## config.mk

```make
export PLATFORM = sky130hd
export DESIGN_NAME = vga_scanout_engine
export DESIGN_NICKNAME = d
export VERILOG_FILES = /design/src/rtl/tau_video_pkg.sv /design/src/rtl/vga_timing_gen.sv /design/src/rtl/vga_scanout_engine.sv
export SDC_FILE = /design/constraint.sdc
export NUM_CORES = 1
export LEC_CHECK = 0
export CORE_MARGIN = 10
export CORE_UTILIZATION = 40
export DETAILED_ROUTE_END_ITERATION = 8
export GPL_ROUTABILITY_DRIVEN = 0
export GPL_TIMING_DRIVEN = 0
export PLACE_DENSITY = 0.63
export RECOVER_POWER = 25
export SLEW_MARGIN = 30
export SYNTH_ARGS = -nofsm -noshare
export SYNTH_HDL_FRONTEND = slang
export SYNTH_SLANG_ARGS = --single-unit
```

## constraint.sdc

```tcl
create_clock -name clock -period 4.45 [get_ports clock]
set_input_delay 0.89 -clock clock [delete_from_list [all_inputs] [get_ports clock]]
set_output_delay 0.89 -clock clock [all_outputs]
set_load 0.005 [all_outputs]
```

## src/rtl/tau_video_pkg.sv

```systemverilog
// Shared video types, default 640x480 timing and derived-geometry helpers
// for the framebuffer scanout path.
package tau_video_pkg;

    localparam int unsigned DEF_H_ACTIVE    = 640;
    localparam int unsigned DEF_H_FRONT     = 16;
    localparam int unsigned DEF_H_SYNC      = 96;
    localparam int unsigned DEF_H_BACK      = 48;
    localparam int unsigned DEF_V_ACTIVE    = 480;
    localparam int unsigned DEF_V_FRONT     = 10;
    localparam int unsigned DEF_V_SYNC      = 2;
    localparam int unsigned DEF_V_BACK      = 33;
    localparam int unsigned DEF_SCALE_SHIFT = 1;
    localparam int unsigned DEF_BPP         = 4;
    localparam int unsigned DEF_WORD_WIDTH  = 16;
    localparam int unsigned DEF_ADDR_WIDTH  = 16;

    typedef enum logic {
        FLIP_IDLE,
        FLIP_ARMED
    } flip_state_t;

    // Sync/active/vblank strobes travelling alongside the pixel pipeline.
    typedef struct packed {
        logic hsync_n;
        logic vsync_n;
        logic active;
        logic vblank;
    } ctl_t;

    localparam ctl_t CTL_IDLE = '{hsync_n: 1'b1, vsync_n: 1'b1, active: 1'b0, vblank: 1'b0};

    function automatic int unsigned calc_ppw(input int unsigned word_width, input int unsigned bpp);
        return word_width / bpp;
    endfunction

    function automatic int unsigned calc_wpl(input int unsigned h_active, input int unsigned scale_shift,
                                             input int unsigned ppw);
        return (h_active >> scale_shift) / ppw;
    endfunction

    function automatic bit params_legal(input int unsigned bpp, input int unsigned word_width);
        return (bpp == 1 || bpp == 2 || bpp == 4 || bpp == 8) && (word_width != 0) && (word_width % bpp == 0);
    endfunction

endpackage

```

## src/rtl/vga_timing_gen.sv

```systemverilog
// Stage-0 raster counters plus raw (undelayed) sync, active, flip-point and
// vblank-start strobes decoded from them.
module vga_timing_gen
    import tau_video_pkg::*;
#(
    parameter int unsigned H_ACTIVE = DEF_H_ACTIVE,
    parameter int unsigned H_FRONT  = DEF_H_FRONT,
    parameter int unsigned H_SYNC   = DEF_H_SYNC,
    parameter int unsigned H_BACK   = DEF_H_BACK,
    parameter int unsigned V_ACTIVE = DEF_V_ACTIVE,
    parameter int unsigned V_FRONT  = DEF_V_FRONT,
    parameter int unsigned V_SYNC   = DEF_V_SYNC,
    parameter int unsigned V_BACK   = DEF_V_BACK,
    parameter int unsigned H_W      = $clog2(H_ACTIVE + H_FRONT + H_SYNC + H_BACK),
    parameter int unsigned V_W      = $clog2(V_ACTIVE + V_FRONT + V_SYNC + V_BACK)
) (
    input  logic           i_clock,
    input  logic           i_reset,
    output logic [H_W-1:0] o_h_count,
    output logic [V_W-1:0] o_v_count,
    output logic           o_hsync_n,
    output logic           o_vsync_n,
    output logic           o_active,
    output logic           o_flip_point,
    output logic           o_vblank_start
);

    localparam int unsigned H_TOTAL = H_ACTIVE + H_FRONT + H_SYNC + H_BACK;
    localparam int unsigned V_TOTAL = V_ACTIVE + V_FRONT + V_SYNC + V_BACK;

    logic [H_W-1:0] r_h_count;
    logic [V_W-1:0] r_v_count;
    logic           w_h_last;
    logic           w_v_last;

    assign w_h_last = (32'(r_h_count) == H_TOTAL - 1);
    assign w_v_last = (32'(r_v_count) == V_TOTAL - 1);

    always_ff @(posedge i_clock) begin
        if (i_reset) begin
            r_h_count <= '0;
            r_v_count <= '0;
        end else if (w_h_last) begin
            r_h_count <= '0;
            r_v_count <= w_v_last ? '0 : r_v_count + 1'b1;
        end else begin
            r_h_count <= r_h_count + 1'b1;
        end
    end

    // Comparisons are done at 32 bits so a sync edge equal to the total never truncates.
    assign o_hsync_n = !((32'(r_h_count) >= H_ACTIVE + H_FRONT) &&
                         (32'(r_h_count) <  H_ACTIVE + H_FRONT + H_SYNC));
    assign o_vsync_n = !((32'(r_v_count) >= V_ACTIVE + V_FRONT) &&
                         (32'(r_v_count) <  V_ACTIVE + V_FRONT + V_SYNC));

    assign o_h_count      = r_h_count;
    assign o_v_count      = r_v_count;
    assign o_active       = (32'(r_h_count) < H_ACTIVE) && (32'(r_v_count) < V_ACTIVE);
    assign o_flip_point   = w_h_last && w_v_last;
    assign o_vblank_start = (32'(r_v_count) == V_ACTIVE) && (r_h_count == '0);

endmodule

```

## src/rtl/vga_scanout_engine.sv

```systemverilog
// Framebuffer scanout: timing -> VRAM word address -> pixel unpack, with
// 3-clock aligned sync and a frame-boundary double-buffer page flip.
module vga_scanout_engine
    import tau_video_pkg::*;
#(
    parameter int unsigned H_ACTIVE    = DEF_H_ACTIVE,
    parameter int unsigned H_FRONT     = DEF_H_FRONT,
    parameter int unsigned H_SYNC      = DEF_H_SYNC,
    parameter int unsigned H_BACK      = DEF_H_BACK,
    parameter int unsigned V_ACTIVE    = DEF_V_ACTIVE,
    parameter int unsigned V_FRONT     = DEF_V_FRONT,
    parameter int unsigned V_SYNC      = DEF_V_SYNC,
    parameter int unsigned V_BACK      = DEF_V_BACK,
    parameter int unsigned SCALE_SHIFT = DEF_SCALE_SHIFT,
    parameter int unsigned BPP         = DEF_BPP,
    parameter int unsigned WORD_WIDTH  = DEF_WORD_WIDTH,
    parameter int unsigned ADDR_WIDTH  = DEF_ADDR_WIDTH
) (
    input  logic                  clock,
    input  logic                  reset,
    output logic [ADDR_WIDTH-1:0] vram_addr,
    input  logic [WORD_WIDTH-1:0] vram_data,
    input  logic [ADDR_WIDTH-1:0] flip_base,
    input  logic                  flip_req,
    output logic                  flip_pending,
    output logic                  flip_done,
    output logic                  hsync,
    output logic                  vsync,
    output logic                  in_active_area,
    output logic [BPP-1:0]        pixel_index,
    output logic                  vblank_pulse
);

    localparam int unsigned H_TOTAL = H_ACTIVE + H_FRONT + H_SYNC + H_BACK;
    localparam int unsigned V_TOTAL = V_ACTIVE + V_FRONT + V_SYNC + V_BACK;
    localparam int unsigned H_W     = $clog2(H_TOTAL);
    localparam int unsigned V_W     = $clog2(V_TOTAL);
    localparam int unsigned PPW     = calc_ppw(WORD_WIDTH, BPP);
    localparam int unsigned WPL     = calc_wpl(H_ACTIVE, SCALE_SHIFT, PPW);
    localparam int unsigned SUB_W   = (PPW > 1) ? $clog2(PPW) : 1;

    if (!params_legal(BPP, WORD_WIDTH)) begin : g_bad_params
        $error("vga_scanout_engine: BPP must be 1, 2, 4 or 8 and divide WORD_WIDTH");
    end

    logic [H_W-1:0] w_h_count;
    logic [V_W-1:0] w_v_count;
    logic           w_hsync_n;
    logic           w_vsync_n;
    logic           w_active;
    logic           w_flip_point;
    logic           w_vblank;

    vga_timing_gen #(
        .H_ACTIVE (H_ACTIVE),
        .H_FRONT  (H_FRONT),
        .H_SYNC   (H_SYNC),
        .H_BACK   (H_BACK),
        .V_ACTIVE (V_ACTIVE),
        .V_FRONT  (V_FRONT),
        .V_SYNC   (V_SYNC),
        .V_BACK   (V_BACK),
        .H_W      (H_W),
        .V_W      (V_W)
    ) u_timing (
        .i_clock        (clock),
        .i_reset        (reset),
        .o_h_count      (w_h_count),
        .o_v_count      (w_v_count),
        .o_hsync_n      (w_hsync_n),
        .o_vsync_n      (w_vsync_n),
        .o_active       (w_active),
        .o_flip_point   (w_flip_point),
        .o_vblank_start (w_vblank)
    );

    flip_state_t           r_flip_state;
    logic [ADDR_WIDTH-1:0] r_active_base;
    logic [ADDR_WIDTH-1:0] r_pending_base;

    // A request landing on the flip point bypasses the pending register entirely.
    always_ff @(posedge clock) begin
        if (reset) begin
            r_flip_state   <= FLIP_IDLE;
            r_active_base  <= '0;
            r_pending_base <= '0;
            flip_done      <= 1'b0;
        end else begin
            flip_done <= 1'b0;
            if (w_flip_point && flip_req) begin
                r_active_base <= flip_base;
                r_flip_state  <= FLIP_IDLE;
                flip_done     <= 1'b1;
            end else if (w_flip_point && r_flip_state == FLIP_ARMED) begin
                r_active_base <= r_pending_base;
                r_flip_state  <= FLIP_IDLE;
                flip_done     <= 1'b1;
            end else if (flip_req) begin
                r_pending_base <= flip_base;
                r_flip_state   <= FLIP_ARMED;
            end
        end
    end

    assign flip_pending = (r_flip_state == FLIP_ARMED);

    logic [H_W-1:0]        w_xs;
    logic [V_W-1:0]        w_ys;
    logic [ADDR_WIDTH-1:0] w_line_off;
    logic [ADDR_WIDTH-1:0] w_word_off;
    logic [ADDR_WIDTH-1:0] w_addr;
    logic [SUB_W-1:0]      w_sub;

    assign w_xs       = w_h_count >> SCALE_SHIFT;
    assign w_ys       = w_v_count >> SCALE_SHIFT;
    assign w_line_off = ADDR_WIDTH'(w_ys) * ADDR_WIDTH'(WPL);
    assign w_word_off = ADDR_WIDTH'(32'(w_xs) / PPW);
    assign w_addr     = r_active_base + w_line_off + w_word_off;
    assign w_sub      = SUB_W'(32'(w_xs) % PPW);

    ctl_t             w_ctl0;
    ctl_t             r_ctl1;
    ctl_t             r_ctl2;
    logic [SUB_W-1:0] r_sub1;
    logic [SUB_W-1:0] r_sub2;

    assign w_ctl0 = '{hsync_n: w_hsync_n, vsync_n: w_vsync_n, active: w_active, vblank: w_vblank};

    // Pixel 0 of a word sits in the MSBs, so shift left by k pixels and take the top.
    logic [WORD_WIDTH-1:0] w_shifted;
    logic [BPP-1:0]        w_pixel;

    assign w_shifted = vram_data << (32'(r_sub2) * BPP);
    assign w_pixel   = w_shifted[WORD_WIDTH-1 -: BPP];

    always_ff @(posedge clock) begin
        if (reset) begin
            vram_addr      <= '0;
            r_sub1         <= '0;
            r_sub2         <= '0;
            r_ctl1         <= CTL_IDLE;
            r_ctl2         <= CTL_IDLE;
            pixel_index    <= '0;
            hsync          <= 1'b1;
            vsync          <= 1'b1;
            in_active_area <= 1'b0;
            vblank_pulse   <= 1'b0;
        end else begin
            if (w_active) begin
                vram_addr <= w_addr;
                r_sub1    <= w_sub;
            end
            r_ctl1         <= w_ctl0;
            r_sub2         <= r_sub1;
            r_ctl2         <= r_ctl1;
            pixel_index    <= r_ctl2.active ? w_pixel : '0;
            hsync          <= r_ctl2.hsync_n;
            vsync          <= r_ctl2.vsync_n;
            in_active_area <= r_ctl2.active;
            vblank_pulse   <= r_ctl2.vblank;
        end
    end

endmodule

```

== Word level (Yosys, flattened, before mapping) ==
Index checks and enable logic that the tools add are counted.
Word-level totals
  word-level logic and storage cells: 60
  output and inout bits: 26
  input port bits: 35
  register bits after elaboration: 90
Cells by class
  reductions and logical operators: 15
  bitwise operators: 3
  multiply operators: 1
  add/sub/neg operators: 4
  shift-type cells: 1
  multiplexer cells: 5
  equal/unequal tests: 3
  $lt $le $gt $ge: 6
Operators with widths (number)
  2-to-1 mux 16 bit: 2
  adder 10 x 1 -> 10 bit, second input constant: 2
  == test 10 bit, second input constant: 2
  < comparator 10 bit, second input constant: 2
  < comparator 10 x 9 -> 1 bit, second input constant: 2
  adder 16 bit: 1
  adder 16 x 7 -> 16 bit: 1
  left shift 16 x 4 -> 16 bit: 1
  multiplier 9 x 3 -> 12 bit, second input constant: 1
  == test 10 x 9 -> 1 bit, second input constant: 1
  greater-or-equal comparator 10 bit, second input constant: 1
  greater-or-equal comparator 10 x 9 -> 1 bit, second input constant: 1
  logical NOT 10 bit: 1
  2-to-1 mux 10 bit: 1
  logical AND 1 bit: 7
  OR reduction 2 bit: 2
  inverter 1 bit: 3
  AND reduction 3 bit: 1
  OR reduction 3 bit: 1
  logical NOT 1 bit: 2
  2-to-1 mux 1 bit: 2
  nonzero test 2 bit: 1

== Depth between registers and ports, before layout ==
  depth in word-level cells: 5
  mapped depth: 14

== By module ==
Synthesis repeated with hierarchy kept, for this count alone.
Second synthesis, totals
  cell total of the unflattened synthesis: 566
  area total of the unflattened synthesis: 4923.5 µm²
By module, submodules not included
  vga_scanout_engine: instances 1, sequential area each 1401.3 µm², area each 3865.0 µm², cells each 439
  vga_timing_gen: instances 1, sequential area each 400.4 µm², area each 1058.5 µm², cells each 127

== Worst setup path before layout ==
Ideal clock, no wire load.
  kind: register to register
  start point: reg u_timing.r_v_count[2], in the netlist u_timing.o_v_count[2]
  end point: reg vram_addr[15]
  arrival time: 3338 ps
  path buffers: 0
  setup slack: 998 ps
  cell stages (with the launch flop): 15
  period minus slack after synthesis: 3452 ps
  cells stage by stage: dfxtp_1 ha_1 ha_1 fa_1 a21o_1 a21oi_1 o21bai_1 a21oi_1 xnor2_1 ha_1 ha_1 or3_1 o21ai_0 a211oi_1 a2111oi_0
Between the ends
  word-level cells in the longest chain between the ends: 3
Ends and longest elaborated chain
  start, declared: RTL line vga_timing_gen.sv:32  | logic [V_W-1:0] r_v_count;
  start signal, assigned: RTL line vga_timing_gen.sv:45  | r_v_count <= w_v_last ? '0 : r_v_count + 1'b1;
  multiplier 9 x 3 -> 12 bit: RTL line vga_scanout_engine.sv:116  | assign w_line_off = ADDR_WIDTH'(w_ys) * ADDR_WIDTH'(WPL);
  adder 16 bit: RTL line vga_scanout_engine.sv:118  | assign w_addr = r_active_base + w_line_off + w_word_off;
  adder 16 x 7 -> 16 bit: RTL line vga_scanout_engine.sv:118
  end signal, assigned: RTL line vga_scanout_engine.sv:150  | vram_addr <= w_addr;
  end, declared: RTL line vga_scanout_engine.sv:21  | output logic [ADDR_WIDTH-1:0] vram_addr,
Parallel ways exist; a longest one is shown, timed or not.
A chain may end at the register's enable or synchronous reset.

== Worst setup path in the final report ==
Same ends and word-level chain as after synthesis.

==> impl_metrics.py <==
metrics = {
    "status": {
        "status": "completed",
    },
    "finish": {
        "drive_above_1_share": 0.0670,
        "fin_area_sq_mm": 0.00579,
        "synthToLayoutAreaGrowth_pct": 23.0,
        "antenna_cells": 0,
        "num-nets-final": 661,
    },
    "die": {
        "dieArea_sq_mm": 0.0165,
        "io_pins": 61,
        "fp-row-count": 39,
        "initial_utilization": 0.410,
        "core_area_sq_mm": 0.0115,
        "die_w_um": 128,
        "die_h_um": 128,
    },
    "pwr": {
        "intPower_mw": 1.32,
        "switching_power_mw": 0.393,
        "leakagePower_nw": 2.53,
        "switching_share": 0.230,
        "combPwrFrac": 0.065,
        "clkPwrFrac": 0.450,
        "seqPwrFrac": 0.485,
        "ir_drop_mv": 0.145,
        "power_density_mw_per_mm2": 296,
    },
    "grt": {
        "grt_usage": 0.147,
        "antenna_found_initial": 0,
        "grt-ovfl-total": 0,
        "grt_max_degree": 17,
        "grt_pass1_wl_mm": 19.6,
        "grt_pass1_vias": 3875,
    },
    "setup_path": {
        "cp_num_buf_inv": 0,
        "slowest_delay_ns": 0.53,
        "critPathSlowestCell": "dfxtp_1",
        "r2r_end": "vram_addr[15]",
        "crit_path_start_kind": "flip-flop",
        "worst_ep_arrival_time_ns": 4.20,
        "reg2reg_from": "u_timing.o_v_count[2]",
        "end_kind": "flip-flop",
        "setup.worst_path.class": "reg2reg",
        "cp_top_family": "adder cells",
        "rrSetupSlack_ns": 0.46,
        "worst_ep_required_time_ns": 4.66,
        "crit_top_cell": "ha_1",
        "crit_chain": "ha_1 > ha_1 > fa_1 > a21o_1 > a21oi_1 > o21bai_1 > a21oi_1 > xnor2_1 > ha_1 > ha_1 > or3_1 > o21ai_0 > a211oi_1 > a2111oi_0",
        "path_max_fanout": 8,
        "reg2reg_depth": 14,
    },
    "drt": {
        "antenna_left": 0,
        "routed-via-count": 3897,
        "wl_per_cell_um": 16.3,
        "drtIter0Drc": 256,
        "viasPerCell": 5.38,
        "first_pass_iters": 4,
        "route.detailed.drc": 0,
        "wirelength_mm": 11.9,
    },
    "logic_synthesis": {
        "synth_top_area_frac": 0.383,
        "ys.flop_type": "dfxtp_1",
        "ys_seq_elements": 90,
        "synth_most_common_cell": "dfxtp_1",
        "synthTopCellsByArea": "dfxtp_1 38%, ha_1 12%, a21oi_1 4.5%, nor2_1 4.0%, mux2i_1 3.6%",
        "synth_area_sq_mm": 0.00470,
        "syn_inst": 506,
        "yosys.cell_types.count": 56,
        "syn_area_per_cell_sq_um": 9.30,
        "synth_edf_count": 0,
        "synth_nets": 590,
        "synth-async-reset-ratio": 0,
        "ys_seq_area_frac": 0.383,
        "synthTopCellsByCount": "90 x dfxtp_1, 50 x nor2_1, 44 x ha_1",
        "ys_warn_count": 0,
        "yosysTopAreaCell": "dfxtp_1",
    },
    "timing": {
        "hold_viol": 0,
        "min_period_ns": 3.99,
        "fmax_mhz": 251,
        "fin_crit_sh": 0.896,
        "slew_violations": 0,
        "finalSetupViolCount": 0,
        "relSlewSlack": 0.522,
        "tns_ns": 0,
        "worstMarginPinSlew_ns": 0.712,
        "rsz0062_at_grt": "false",
        "worst_clock_skew_ns": 0.00669,
    },
    "clock_tree": {
        "path_clk_slew_ns": 0.07,
        "root_buffer": "clkbuf_16",
        "clock_path_buffers": 2,
        "postCtsSetupRepairBufs": 0,
        "hold_buffers": 0,
        "insertion_delay_ns": 0.34,
        "cts_tree": "yes",
        "cts_resized": 0,
        "htree_levels": 3,
        "cts_made_buffers": 9,
        "cts_num_sinks": 90,
    },
    "place": {
        "dpl.hpwl_mm": 9.25,
        "place_area_sq_mm": 0.00548,
        "io_buffers": 60,
    },
    "flow_run": {
        "cap_violations": 0,
    },
    "worst_hold_path": {
        "min_from": "r_ctl2[3]",
        "hp-class": "reg2reg",
        "min_path_cells": 1,
        "min_to": "hsync",
    },
}
power by group through the flow:
stage / clock network [mW] / registers [mW] / logic, mW
global placement: 0 / 0.848 / 0.109
floorplan: 0 / 0.847 / 0.0577
global route: 0.821 / 0.832 / 0.122
finish: 0.771 / 0.831 / 0.111
detailed placement: 0 / 0.849 / 0.112
CTS: 0.782 / 0.831 / 0.113
worst max-delay path by stage:
stage	endpoint	startpoint	cells past startpoint	slack (ns)
floorplan	vram_addr[15]	u_timing.o_v_count[2]	14	1.0
global placement	vram_addr[15]	u_timing.o_v_count[2]	14	0.57
detailed placement	vram_addr[15]	u_timing.o_v_count[2]	14	0.46
CTS	vram_addr[15]	u_timing.o_v_count[2]	14	0.42
global route	vram_addr[15]	u_timing.o_v_count[2]	14	0.18
finish	vram_addr[15]	u_timing.o_v_count[2]	14	0.46
cell families after synthesis:
group,after synthesis,synth area share
and+or+nand+nor,170,0.191
AOI/OAI and AO/OA,115,0.152
adders and majority gates,49,0.138
DFF,90,0.383
xor gates and xnor gates,24,0.0447
muxes,22,0.0577
buffers and inverters,36,0.0332
cell usage in the layout (no fill, tap or decap), drive strengths merged, types with 2 or more instances in the layout:
| cell | count |
|---|---|
| xnor2 | 13 |
| or2 | 6 |
| or3 | 9 |
| clkbuf | 21 |
| ha | 44 |
| dfxtp | 90 |
| nand4 | 11 |
| dlygate4sd3 | 22 |
| and3 | 8 |
| clkdlybuf4s50 | 38 |
| mux2i | 17 |
| clkinv | 3 |
| a211o | 2 |
| fa | 5 |
| a21o | 8 |
| buf | 9 |
| nand3b | 3 |
| xor2 | 11 |
| nand3 | 14 |
| clkinvlp | 3 |
| nor3 | 12 |
| o21ai | 15 |
| nor2b | 8 |
| mux4 | 4 |
| o22ai | 15 |
| and2 | 3 |
| a21oi | 42 |
| nand2 | 31 |
| inv | 15 |
| a211oi | 5 |
| nand4b | 2 |
| nor4 | 5 |
| nor4b | 4 |
| o21a | 18 |
| nor2 | 51 |
stage by stage:
| step | power [mW] | util | setup WS (ns) | hold slack [ns] | cells |
|---|---|---|---|---|---|
| finish | 1.71 | 0.505 | 0.465 | 0.413 | 725 |
| global route | 1.78 | 0.505 | 0.182 | 0.431 | 725 |
| CTS | 1.73 | 0.505 | 0.420 | 0.416 | 725 |
| detailed placement | 0.961 | 0.478 | 0.461 | 0.400 | 709 |
| global placement | 0.957 | 0.478 | 0.570 | 0.397 | 709 |
| floorplan | 0.905 | - | 0.998 | 0.389 | 506 |
flip-flops by register name (all words and copies together) (netlist names), 2 cells and up:
| register | flops |
|---|---|
| u_timing.o_h_count | 10 |
| r_sub1 | 2 |
| r_ctl1 | 4 |
| vram_addr | 16 |
| r_ctl2 | 4 |
| r_active_base | 16 |
| pixel_index | 4 |
| u_timing.o_v_count | 10 |
| r_pending_base | 16 |
| r_sub2 | 2 |
per-layer routing:
metal / GRT usage / up-vias / wire (um)
met4: 0.0550 / 0 / 175
li1: - / 1971 / -
met2: 0.235 / 73 / 5630
met3: 0.0279 / 10 / 493
met1: 0.193 / 1843 / 5550
met5: 0 / - / 0
cell type report:
type / count / area, sq um
plain buffers: 21 / 100
flip-flops and latches: 90 / 1800
clock inverters: 7 / 78.8
inverters: 15 / 56.3
well taps: 143 / 179
repair buffers: 60 / 601
fillers: 1076 / 5680
clock buffers: 9 / 225
multi-input cells: 380 / 2750
Power figures use the tool's default switching activity.
